## src/rtl/mem_arbiter_pkg.sv

```systemverilog
// Shared encodings and widths for the two-port memory arbiter.
package mem_arbiter_pkg;

  localparam int unsigned ADDR_W = 32;
  localparam int unsigned DATA_W = 32;
  localparam int unsigned STRB_W = 4;

  // Owner encoding; also the FSM state encoding and the debug owner output.
  localparam logic [1:0] OWN_IDLE = 2'd0;
  localparam logic [1:0] OWN_I    = 2'd1;
  localparam logic [1:0] OWN_D    = 2'd2;

  typedef enum logic [1:0] {
    StIdle = OWN_IDLE,
    StOwnI = OWN_I,
    StOwnD = OWN_D
  } state_e;

endpackage

```

## src/rtl/mem_arbiter.sv

```systemverilog
// Arbitrates an instruction-refill port and a data port onto one shared memory port.
// Instruction grants last a burst of BURST_LEN beats (or until the requester goes quiet
// for GAP_MAX cycles); data grants last exactly one beat. Ties alternate.
module mem_arbiter
  import mem_arbiter_pkg::*;
#(
  parameter int unsigned BURST_LEN = 4,
  parameter int unsigned GAP_MAX   = 2
) (
  input  logic              clk,
  input  logic              reset,
  // Instruction refill port (read only)
  input  logic              i_valid,
  output logic              i_ready,
  input  logic [ADDR_W-1:0] i_addr,
  output logic [DATA_W-1:0] i_rdata,
  // Data port
  input  logic              d_valid,
  output logic              d_ready,
  input  logic [ADDR_W-1:0] d_addr,
  input  logic [DATA_W-1:0] d_wdata,
  input  logic [STRB_W-1:0] d_wstrb,
  output logic [DATA_W-1:0] d_rdata,
  // Shared memory port
  output logic              mem_valid,
  output logic [ADDR_W-1:0] mem_addr,
  output logic [DATA_W-1:0] mem_wdata,
  output logic [STRB_W-1:0] mem_wstrb,
  input  logic              mem_ready,
  input  logic [DATA_W-1:0] mem_rdata,
  // Debug
  output logic [1:0]        owner
);

  localparam int unsigned BeatW = $clog2(BURST_LEN + 1);
  localparam int unsigned GapW  = $clog2(GAP_MAX + 1);
  localparam logic [BeatW-1:0] BeatLast = BeatW'(BURST_LEN - 1);
  localparam logic [GapW-1:0]  GapLast  = GapW'(GAP_MAX - 1);

  state_e           state_q, state_d;
  logic [BeatW-1:0] beat_cnt_q, beat_cnt_d;
  logic [GapW-1:0]  gap_cnt_q, gap_cnt_d;
  logic [1:0]       last_owner_q, last_owner_d;
  logic             beat;

  // Steer the owning requester onto the memory port; idle drives all zeros.
  always_comb begin
    mem_valid = 1'b0;
    mem_addr  = '0;
    mem_wdata = '0;
    mem_wstrb = '0;
    unique case (state_q)
      StOwnI: begin
        mem_valid = i_valid;
        mem_addr  = i_addr;
      end
      StOwnD: begin
        mem_valid = d_valid;
        mem_addr  = d_addr;
        mem_wdata = d_wdata;
        mem_wstrb = d_wstrb;
      end
      default: ;
    endcase
  end

  // A beat needs mem_valid, so a stray mem_ready in idle or during a gap is ignored.
  always_comb begin
    beat    = mem_valid & mem_ready;
    i_ready = beat & (state_q == StOwnI);
    d_ready = beat & (state_q == StOwnD);
    i_rdata = mem_rdata;
    d_rdata = mem_rdata;
    owner   = state_q;
  end

  // Grant, burst/gap counting and release.
  always_comb begin
    state_d      = state_q;
    beat_cnt_d   = beat_cnt_q;
    gap_cnt_d    = gap_cnt_q;
    last_owner_d = last_owner_q;
    unique case (state_q)
      StIdle: begin
        // Counters start fresh on every grant.
        beat_cnt_d = '0;
        gap_cnt_d  = '0;
        if (i_valid && d_valid) begin
          state_d = (last_owner_q == OWN_I) ? StOwnD : StOwnI;
        end else if (i_valid) begin
          state_d = StOwnI;
        end else if (d_valid) begin
          state_d = StOwnD;
        end
      end
      StOwnI: begin
        if (beat) begin
          beat_cnt_d = beat_cnt_q + BeatW'(1);
        end
        gap_cnt_d = i_valid ? '0 : gap_cnt_q + GapW'(1);
        // Release on the final beat or when the refill is abandoned.
        if ((beat && beat_cnt_q == BeatLast) || (!i_valid && gap_cnt_q == GapLast)) begin
          state_d      = StIdle;
          last_owner_d = OWN_I;
        end
      end
      StOwnD: begin
        // The data port never abandons: hold until its single beat completes.
        if (beat) begin
          state_d      = StIdle;
          last_owner_d = OWN_D;
        end
      end
      default: state_d = StIdle;
    endcase
  end

  // State registers; data starts as last owner so instruction wins the first tie.
  always_ff @(posedge clk) begin
    if (reset) begin
      state_q      <= StIdle;
      beat_cnt_q   <= '0;
      gap_cnt_q    <= '0;
      last_owner_q <= OWN_D;
    end else begin
      state_q      <= state_d;
      beat_cnt_q   <= beat_cnt_d;
      gap_cnt_q    <= gap_cnt_d;
      last_owner_q <= last_owner_d;
    end
  end

endmodule

```

## config.mk

```make
export PLATFORM = sky130hd
export DESIGN_NAME = mem_arbiter
export DESIGN_NICKNAME = d
export VERILOG_FILES = /design/src/rtl/mem_arbiter_pkg.sv /design/src/rtl/mem_arbiter.sv
export SDC_FILE = /design/constraint.sdc
export NUM_CORES = 1
export LEC_CHECK = 0
export BUFFER_PORTS_ARGS = -buffer_cell sky130_fd_sc_hd__buf_2
export CAP_MARGIN = 40
export CORE_AREA = 4 4 105 107
export CTS_CLUSTER_DIAMETER = 120
export DETAILED_ROUTE_END_ITERATION = 7
export DIE_AREA = 0 0 109 111
export SKIP_LAST_GASP = 1
export SLEW_MARGIN = 20
export SYNTH_ARGS = -nofsm -noshare
export SYNTH_HDL_FRONTEND = slang
export SYNTH_SLANG_ARGS = --single-unit
```

## constraint.sdc

```tcl
create_clock -name clk -period 2.09 [get_ports clk]
set_clock_uncertainty 0.05 [all_clocks]
set_input_delay 0 -clock clk [delete_from_list [all_inputs] [get_ports clk]]
set_output_delay 0 -clock clk [all_outputs]
set_load 0.03 [all_outputs]
```

; ---- Word level (Yosys, flattened, before mapping)
; Cells that the tools add are included.
[op_classes]
n_eq_ne = 9
reduce_logical = 11
add_sub_neg = 2
muxes = 18
n_bitwise = 3
[ops]
columns = operator, count
row1 = $pmux W32 S2, 1
row2 = $mux W32, 1
row3 = $mux W2, 9
row4 = $pmux W2 S2, 2
row5 = $eq A2 B1 Y1 const B, 3
row6 = $pmux W2 S3, 1
row7 = $pmux W3 S2, 1
row8 = $reduce_and A3 Y1, 2
row9 = $mux W4, 1
row10 = $ne A2 B2 Y1 const B, 2
row11 = $ne A4 B4 Y1 const B, 1
row12 = $reduce_bool A2 Y1, 2
row13 = $add A3 B1 Y3 const B, 1
row14 = $and A1 B1 Y1, 3
row15 = $eq A3 B2 Y1 const B, 1
row16 = $logic_and A1 B1 Y1, 3
row17 = $mux W3, 1
row18 = $add A2 B1 Y2 const B, 1
row19 = $eq A2 B2 Y1 const B, 1
row20 = $logic_not A2 Y1, 1
row21 = $ne A2 B1 Y1 const B, 1
row22 = $pmux W1 S2, 1
row23 = $reduce_and A2 Y1, 1
row24 = $logic_not A1 Y1, 1
row25 = $logic_or A1 B1 Y1, 1
[word_totals]
regBits = 9
elab_cells = 47

; ---- Logic depth before layout (Yosys ltp)
; Gate-level depths: netlist (run 1).
[logic_depth]
depth_word = 7
mapped_depth = 8

; ---- Worst setup path before layout (run 1)
; No wires, ideal clock.
[synth_path]
kind = register to register
startpoint = register state_q[0] (netlist: owner[0])
endpoint = register last_owner_q[0]
period_less_slack_ns = 2.038
required_time_ns = 1.925
slack_ns = 0.052
t_arrival_ns = 1.873
path_buffers = 2
setup_ns = 0.115
path_stages_with_launch = 9
cell_sequence = dfxtp_1 -> inv_1 -> ha_1 -> buf_6 -> a22o_1 -> and3_1 -> buf_6 -> o221a_2 -> o21a_1
[synth_via]
elab_chain_len = 7
word_cells_on_any_way = 11
cone_classes = eq/ne: 4 / mux: 2 / bitwise: 1 / reduce/logical: 4
[synth_rtl]
columns = element, line_no
row1 = start: declaration, mem_arbiter.sv:40  ; state_e state_q, state_d;
row2 = start signal: assignment, mem_arbiter.sv:121  ; state_q <= StIdle;
row3 = start signal: assignment, mem_arbiter.sv:126  ; state_q <= state_d;
row4 = $eq A2 B2 Y1 / $eq A2 B1 Y1 (equally long branches), "mem_arbiter.sv:52, mem_arbiter.sv:83"
row5 = $pmux W1 S2, mem_arbiter.sv:52  ; unique case (state_q)
row6 = $and A1 B1 Y1, mem_arbiter.sv:69  ; beat = mem_valid & mem_ready;
row7 = $logic_and A1 B1 Y1, mem_arbiter.sv:102  ; if ((beat && beat_cnt_q == BeatLast) || (!i_valid && gap_cnt_q == GapLast)) begin
row8 = $logic_or A1 B1 Y1, mem_arbiter.sv:102
row9 = $ne A2 B1 Y1 (no source line), -
row10 = $reduce_and A3 Y1 (no source line), -
row11 = end signal: assignment, mem_arbiter.sv:129  ; last_owner_q <= last_owner_d;
row12 = end: declaration, mem_arbiter.sv:43  ; logic [1:0] last_owner_q, last_owner_d;
; Parallel ways exist; a longest one is shown, timed or not.
; A chain may end at the register's enable or synchronous reset.

; ---- Worst setup path in the final report (run 1)
[layout_path]
startpoint = register state_q[0] (netlist: owner[0])
endpoint = output i_ready
[layout_via]
elab_chain_len = 4
word_cells_on_any_way = 5
cone_classes = eq/ne: 2 / mux: 1 / bitwise: 2
[layout_rtl]
columns = element, line_no
row1 = $eq A2 B2 Y1 / $eq A2 B1 Y1 (equally long branches), "mem_arbiter.sv:52, mem_arbiter.sv:70"
row2 = $pmux W1 S2, mem_arbiter.sv:52
row3 = $and A1 B1 Y1, mem_arbiter.sv:69
row4 = $and A1 B1 Y1 *, mem_arbiter.sv:70  ; i_ready = beat & (state_q == StOwnI);
row5 = end: declaration, mem_arbiter.sv:14  ; output logic i_ready,
; Mark *: on every way between the ends. The rest lies on a longest branch, timed or not.

==> results.tsv, run 1 <==
stage	metric	value	unit
synth	synth_top_area_frac	0.274	
synth	synth-edff-count	0	
final_layout	antennaDiodeCount	0	
clocking	hold_buffers	32	
drt	drt_iter0_drc	60	
setup_path	reg2reg_from	owner[1]	
floorplan	rows	37	
setup_path	crit_start	owner[0]	
placed_design	place_hpwl	5.50	mm
drt	vias_per_cell	4.08	
power_and_ir_drop	seqPwrFrac	0.104	
power_and_ir_drop	p_per_area	807	mW/mm2
timing	hold_ws	0.0320	ns
setup_path	crit_path_end_kind	primary output	
setup_path	ff2ff_setup_slack	0.30	ns
clocking	cts.reportedPaths.clkPinSlew	0.05	ns
setup_path	crit_fanout	8	
timing	worst_slew_pin_slew	0.648	ns
synth	syn_nets	387	
clocking	cts_root_buf	clkbuf_8	
placed_design	port_buffers	177	
clocking	postCtsSetupBuffers	0	
final_layout	fill_cells	1080	
power_and_ir_drop	combPwrFrac	0.801	
drt	drt-pass1-iter-count	4	
floorplan	dieWidth	109	um
power_and_ir_drop	intPower	0.932	mW
synth	async_reset_ff_frac	0	
placed_design	dp_slack	0.316	ns
power_and_ir_drop	power_frac_clock	0.095	
synth	syn_area_per_cell	7.19	um2
clocking	cts_tree	built	
timing	drv_slew	0	
global_route	grt_pass1_wl	9.65	mm
setup_path	crit-reg2reg-capture	owner[0]	
setup_path	cp_data_required_time	2.04	ns
setup_path	cpMaxStageDelayCell	dfxtp_1	
synth	synth_area_leaders	buf_4, a22oi_1, and2_1	
synth	syn_inst	244	
status	status	complete, no violations	
timing	fin_crit	1.87	ns
synth	synth-seq-cells	9	
clocking	cts_max_level	1	
power_and_ir_drop	p_sw	1.20	mW
clocking	ctsResizeCount	0	
final_layout	multiInputGateArea	986	um2
setup_path	startpoint_type	flip-flop	
drt	wl	6.82	mm
power_and_ir_drop	switching_share	0.563	
final_layout	nNetsFinal	523	
timing	finalCritPeriodShare	0.896	
floorplan	start_util	0.173	
synth	syn-cell-area	0.00175	mm2
timing	fin_setup_tns	0	ns
floorplan	core	0.0101	mm2
setup_path	critPathArrivalTime	1.82	ns
synth	ys.flop_type	dfxtp_1	
floorplan	die_h	111	um
power_and_ir_drop	power	2.13	mW
drt	drc	0	
setup_path	r2r_cells	6	
placed_design	place_congestion	0.824	
clocking	clock_latency	0.23	ns
global_route	overflow	0	
power_and_ir_drop	power.leakage	1.38	nW
global_route	grt_usage	0.0962	
setup_path	crit_end	i_ready	
final_layout	final_common_cell	buf_2	
timing	worst_slack	0.218	ns
setup_path	slowest_delay	0.33	ns
setup_path	cpMostUsedCell	inv_1	
floorplan	dieArea	0.0121	mm2
drt	wl_per_cell	13.2	um
timing	setup_viol	0	
timing	rsz0062_at_grt	false	
setup_path	crit_type	flip-flop to primary output	
synth	yosysWarnings	0	
setup_path	crit_chain	inv_1, ha_2, a22o_1, and3_1, nand2_1, inv_1, buf_2	
timing	hold_viol_final	0	
final_layout	syn2layout_area_growth	50.7	%
drt	dr_total_vias	2103	
global_route	antenna_found_initial	0	
power_and_ir_drop	vdd_drop_max	0.000440	V
flow_run	max_cap_viol_count	0	
final_layout	regArea	180	um2
hold_path	hold_class	primary input to flip-flop	
final_layout	final_cell_mix	buf_2, and2_1, a22oi_1, nor2b_1, dlygate4sd3_1	
timing	timing.fmax	534	MHz
clocking	numCtsBuffers	3	
timing	relSlewSlack	0.566	
clocking	clock_path_buffers	2	
floorplan	io_pins	274	
synth	yosysTopAreaCell	buf_4	
synth	synth_cell_types	27	
global_route	grt_pass1_vias	2107	
global_route	grt_max_degree	43	
hold_path	hold_start	reset	
clocking	cts.sinks	9	
final_layout	layout-drive-gt1-share	0.491	
synth	synth-seq-area-share	0.103	
drt	drtAntennaViolNets	0	
[sequential cells by signal (all words and copies together), names as in the netlist]
name / flops
gap_cnt_q: 2
last_owner_q: 2
owner: 2
beat_cnt_q: 3
[synthesized netlist by cell type, drive strengths merged (4+ instances only)]
library cell,instances
inv,7
nor2,6
and2,38
nor2b,33
dfxtp,9
buf,67
a22oi,33
nand2b,6
ha,6
nand2,4
clkbuf,15
a21oi,4
[cell families after synthesis]
logic type	count (synthesis)	synth area share
DFF	9	0.103
muxes	2	0.0114
adders and majority gates	6	0.0428
buffers and inverters	89	0.337
and+or+nand+nor	91	0.310
AOI/OAI and AO/OA	47	0.197
[through the flow]
step / cell area (um2) / std cells / util
floorplan: 1750 / 244 / -
global placement: 2280 / 479 / 0.225
detailed placement: 2280 / 479 / 0.225
CTS: 2640 / 515 / 0.261
global route: 2640 / 515 / 0.261
finish: 2640 / 515 / 0.261
[final cells by class]
type,count,area share
Sequential cell,9,0.0681
Timing Repair Buffer,213,0.468
Tap cell,136,0.0644
Inverter,7,0.00994
Multi-Input combinational cell,146,0.373
Clock buffer,4,0.0170
[layer usage]
layer  wire length, um  up-vias  global-route usage
met5                 0        -                   0
met4                11        0              0.0118
met3               518        2              0.0122
met2              3870      116               0.207
met1              2420      967              0.0946
li1                  -     1018                   -
[how the worst min path moves through the flow]
stage                    endpoint  slack (ns)  cells past startpoint
finish               gap_cnt_q[1]        0.03                      2
global route        beat_cnt_q[0]        0.05                      2
detailed placement    d_rdata[23]       -0.05                      0
global placement      d_rdata[23]       -0.05                      0
CTS                  gap_cnt_q[0]        0.03                      2
floorplan              d_rdata[0]        0.08                      1
[critical path: cells and delay by family (launching register included)]
kind | cells | cell delay [ns]
compound gates | 1 | 0.20
flops | 1 | 0.33
simple gates | 2 | 0.43
buf+inv | 3 | 0.37
fa+ha+maj | 1 | 0.26
[power groups by stage]
stage,Sequential (mW),Combinational (mW),Clock [mW]
finish,0.223,1.71,0.203
global route,0.227,1.84,0.224
CTS,0.222,1.72,0.210
detailed placement,0.226,1.52,0
global placement,0.224,1.49,0
floorplan,0.244,1.31,0
Note: power is estimated with default switching activity, not from simulation.
==> run 2: changes to the inputs <==
clock period = 1.6 ns   (was 2.09 ns; I/O delays follow)
==> run 2 against run 1 <==
Compared with the run above: the run now ends with setup timing left; via count is 3.1% higher; clock-buffer cell count did not move; global-route usage grew 1.7 points; design area is 13% higher; clock power rose by 29%; core utilization rose by 3.4 points; cell count grew 1.7%; first-iteration DRC count up 97%; critical endpoint is now d_ready; highest routed layer unchanged.
==> results.tsv, run 2 (synthesized netlist as in run 1, its figures left out) <==
stage	metric	value	unit
setup_path	startpoint_type	flip-flop	
final_layout	fill_cells	1083	
floorplan	start_util	0.173	
global_route	grt_max_degree	44	
drt	met3_length	562	um
setup_path	crit-reg2reg-capture	owner[0]	
clocking	clock_path_buffers	2	
drt	drc	0	
setup_path	crit_path_end_kind	primary output	
drt	top_layer	met4	
global_route	grt_pass1_wl	11.1	mm
drt	wl_per_cell	15.3	um
final_layout	antennaDiodeCount	0	
final_layout	largest_reg_flops	3	
floorplan	dieWidth	109	um
timing	setup_viol	1	
final_layout	fin_cells	524	
setup_path	slowest_delay	0.37	ns
final_layout	layout-drive-gt1-share	0.554	
placed_design	dp_cells	482	
status	failed_checks	setup timing	
floorplan	die_h	111	um
placed_design	place_congestion	0.814	
clocking	cts_max_level	1	
drt	vias_per_cell	4.14	
timing	hold_viol_final	0	
final_layout	nNetsFinal	532	
timing	finalCritPeriodShare	1.01	
timing	timing.fmax	617	MHz
setup_path	reg2reg_from	owner[0]	
setup_path	crit_type	flip-flop to primary output	
global_route	overflow	0	
setup_path	critPathArrivalTime	1.57	ns
placed_design	dp_slack	-0.0135	ns
floorplan	io_pins	274	
global_route	antenna_found_initial	0	
setup_path	crit_fanout	6	
timing	drv_slew	0	
floorplan	dieArea	0.0121	mm2
hold_path	hold_start	reset	
flow_run	max_cap_viol_count	0	
drt	drtAntennaViolNets	0	
final_layout	top_register	beat_cnt_q	
clocking	clock_latency	0.23	ns
hold_path	hold_class	primary input to flip-flop	
power_and_ir_drop	p_per_area	1120	mW/mm2
timing	worst_slew_pin_slew	0.635	ns
power_and_ir_drop	power.leakage	1.48	nW
floorplan	core	0.0101	mm2
clocking	cts.reportedPaths.clkPinSlew	0.04	ns
hold_path	hold_path_end	beat_cnt_q[0]	
timing	fin_setup_tns	-0.0217	ns
setup_path	ff2ff_setup_slack	0.03	ns
global_route	grt_pass1_vias	2107	
final_layout	multiInputGateArea	0.00110	mm2
setup_path	cpMaxStageDelayCell	dfxtp_4	
drt	wl_met2	4.47	mm
status	status	finished with violations	
drt	dr_total_vias	2168	
final_layout	syn2layout_area_growth	70.6	%
final_layout	final_cell_mix	buf_2, and2_1, nor2b_1, dlygate4sd3_1, buf_4	
clocking	cts_root_buf	clkbuf_8	
clocking	cts_tree	built	
power_and_ir_drop	power	3.34	mW
placed_design	port_buffers	177	
hold_path	hold_depth	2	
final_layout	regArea	188	um2
drt	wl_met1	2.95	mm
drt	drt_iter0_drc	118	
timing	worst_slack	-0.0217	ns
final_layout	final_common_cell	buf_2	
timing	fin_crit	1.62	ns
drt	wl	8.01	mm
global_route	grt_usage	0.114	
final_layout	final_core_util	0.295	
setup_path	crit_chain	inv_4, ha_4, a22o_1, and3_4, and2_1, buf_6	
drt	drt-pass1-iter-count	4	
timing	rsz0062_at_grt	true	
setup_path	r2r_cells	6	
power_and_ir_drop	vdd_drop_max	0.000555	V
clocking	numCtsBuffers	3	
placed_design	place_hpwl	5.99	mm
floorplan	rows	37	
setup_path	cp_data_required_time	1.55	ns
timing	relSlewSlack	0.576	
clocking	cts.sinks	9	
==> run 2: worst max-delay path: cells and delay by family (launching register included) <==
kind / cells / cell delay [ns]
fa+ha+maj: 1 / 0.17
simple gates: 2 / 0.36
flops: 1 / 0.37
compound gates: 1 / 0.25
buf+inv: 2 / 0.19
==> run 2: how the worst max path moves through the flow <==
stage                           end      from  slack, ns
floorplan           last_owner_q[0]  owner[0]      -0.16
global placement    last_owner_q[0]  owner[1]       0.02
detailed placement  last_owner_q[0]  owner[0]      -0.01
CTS                         i_ready  owner[1]      -0.04
global route                d_ready  owner[0]      -0.06
finish                      d_ready  owner[0]      -0.02
==> run 2: per-stage QoR <==
step,hold slack (ns),instance area [um2]
global placement,-0.0497,2350
CTS,0.0183,2870
finish,0.0194,2990
detailed placement,-0.0497,2350
global route,0.0452,2990
floorplan,0.0817,1800
==> run 2: power by group <==
| part | total [mW] | internal (mW) | switching (mW) |
|---|---|---|---|
| combinational | 2.77 | 1.14 | 1.64 |
| clock | 0.262 | 0.173 | 0.0886 |
| sequential | 0.311 | 0.272 | 0.0393 |
| total | 3.34 | 1.58 | 1.76 |
==> run 2: routing by layer <==
layer	vias to the layer above	global-route usage
met2	115	0.227
met3	4	0.00932
met1	1011	0.129
li1	1038	-
met5	-	0
met4	0	0.0160
==> run 2: area by class of cell <==
type | instances | area share
well taps | 136 | 0.0569
repair buffers | 222 | 0.487
multi-input cells | 146 | 0.368
clock buffers | 4 | 0.0151
flip-flops and latches | 9 | 0.0627
inverters | 7 | 0.0105
==> run 2: what timing repair did <==
| item | 4_1_cts | 5_1_grt |
|---|---|---|
| gates cloned | 1 | 0 |
| pin swaps | 2 | 5 |
| buffers inserted | 3 | 2 |
| setup endpoints to repair | 38 | 41 |
| hold buffers | 32 | 0 |
| endpoints found under the hold margin | 64 | 0 |
| gates resized for setup | 37 | 26 |
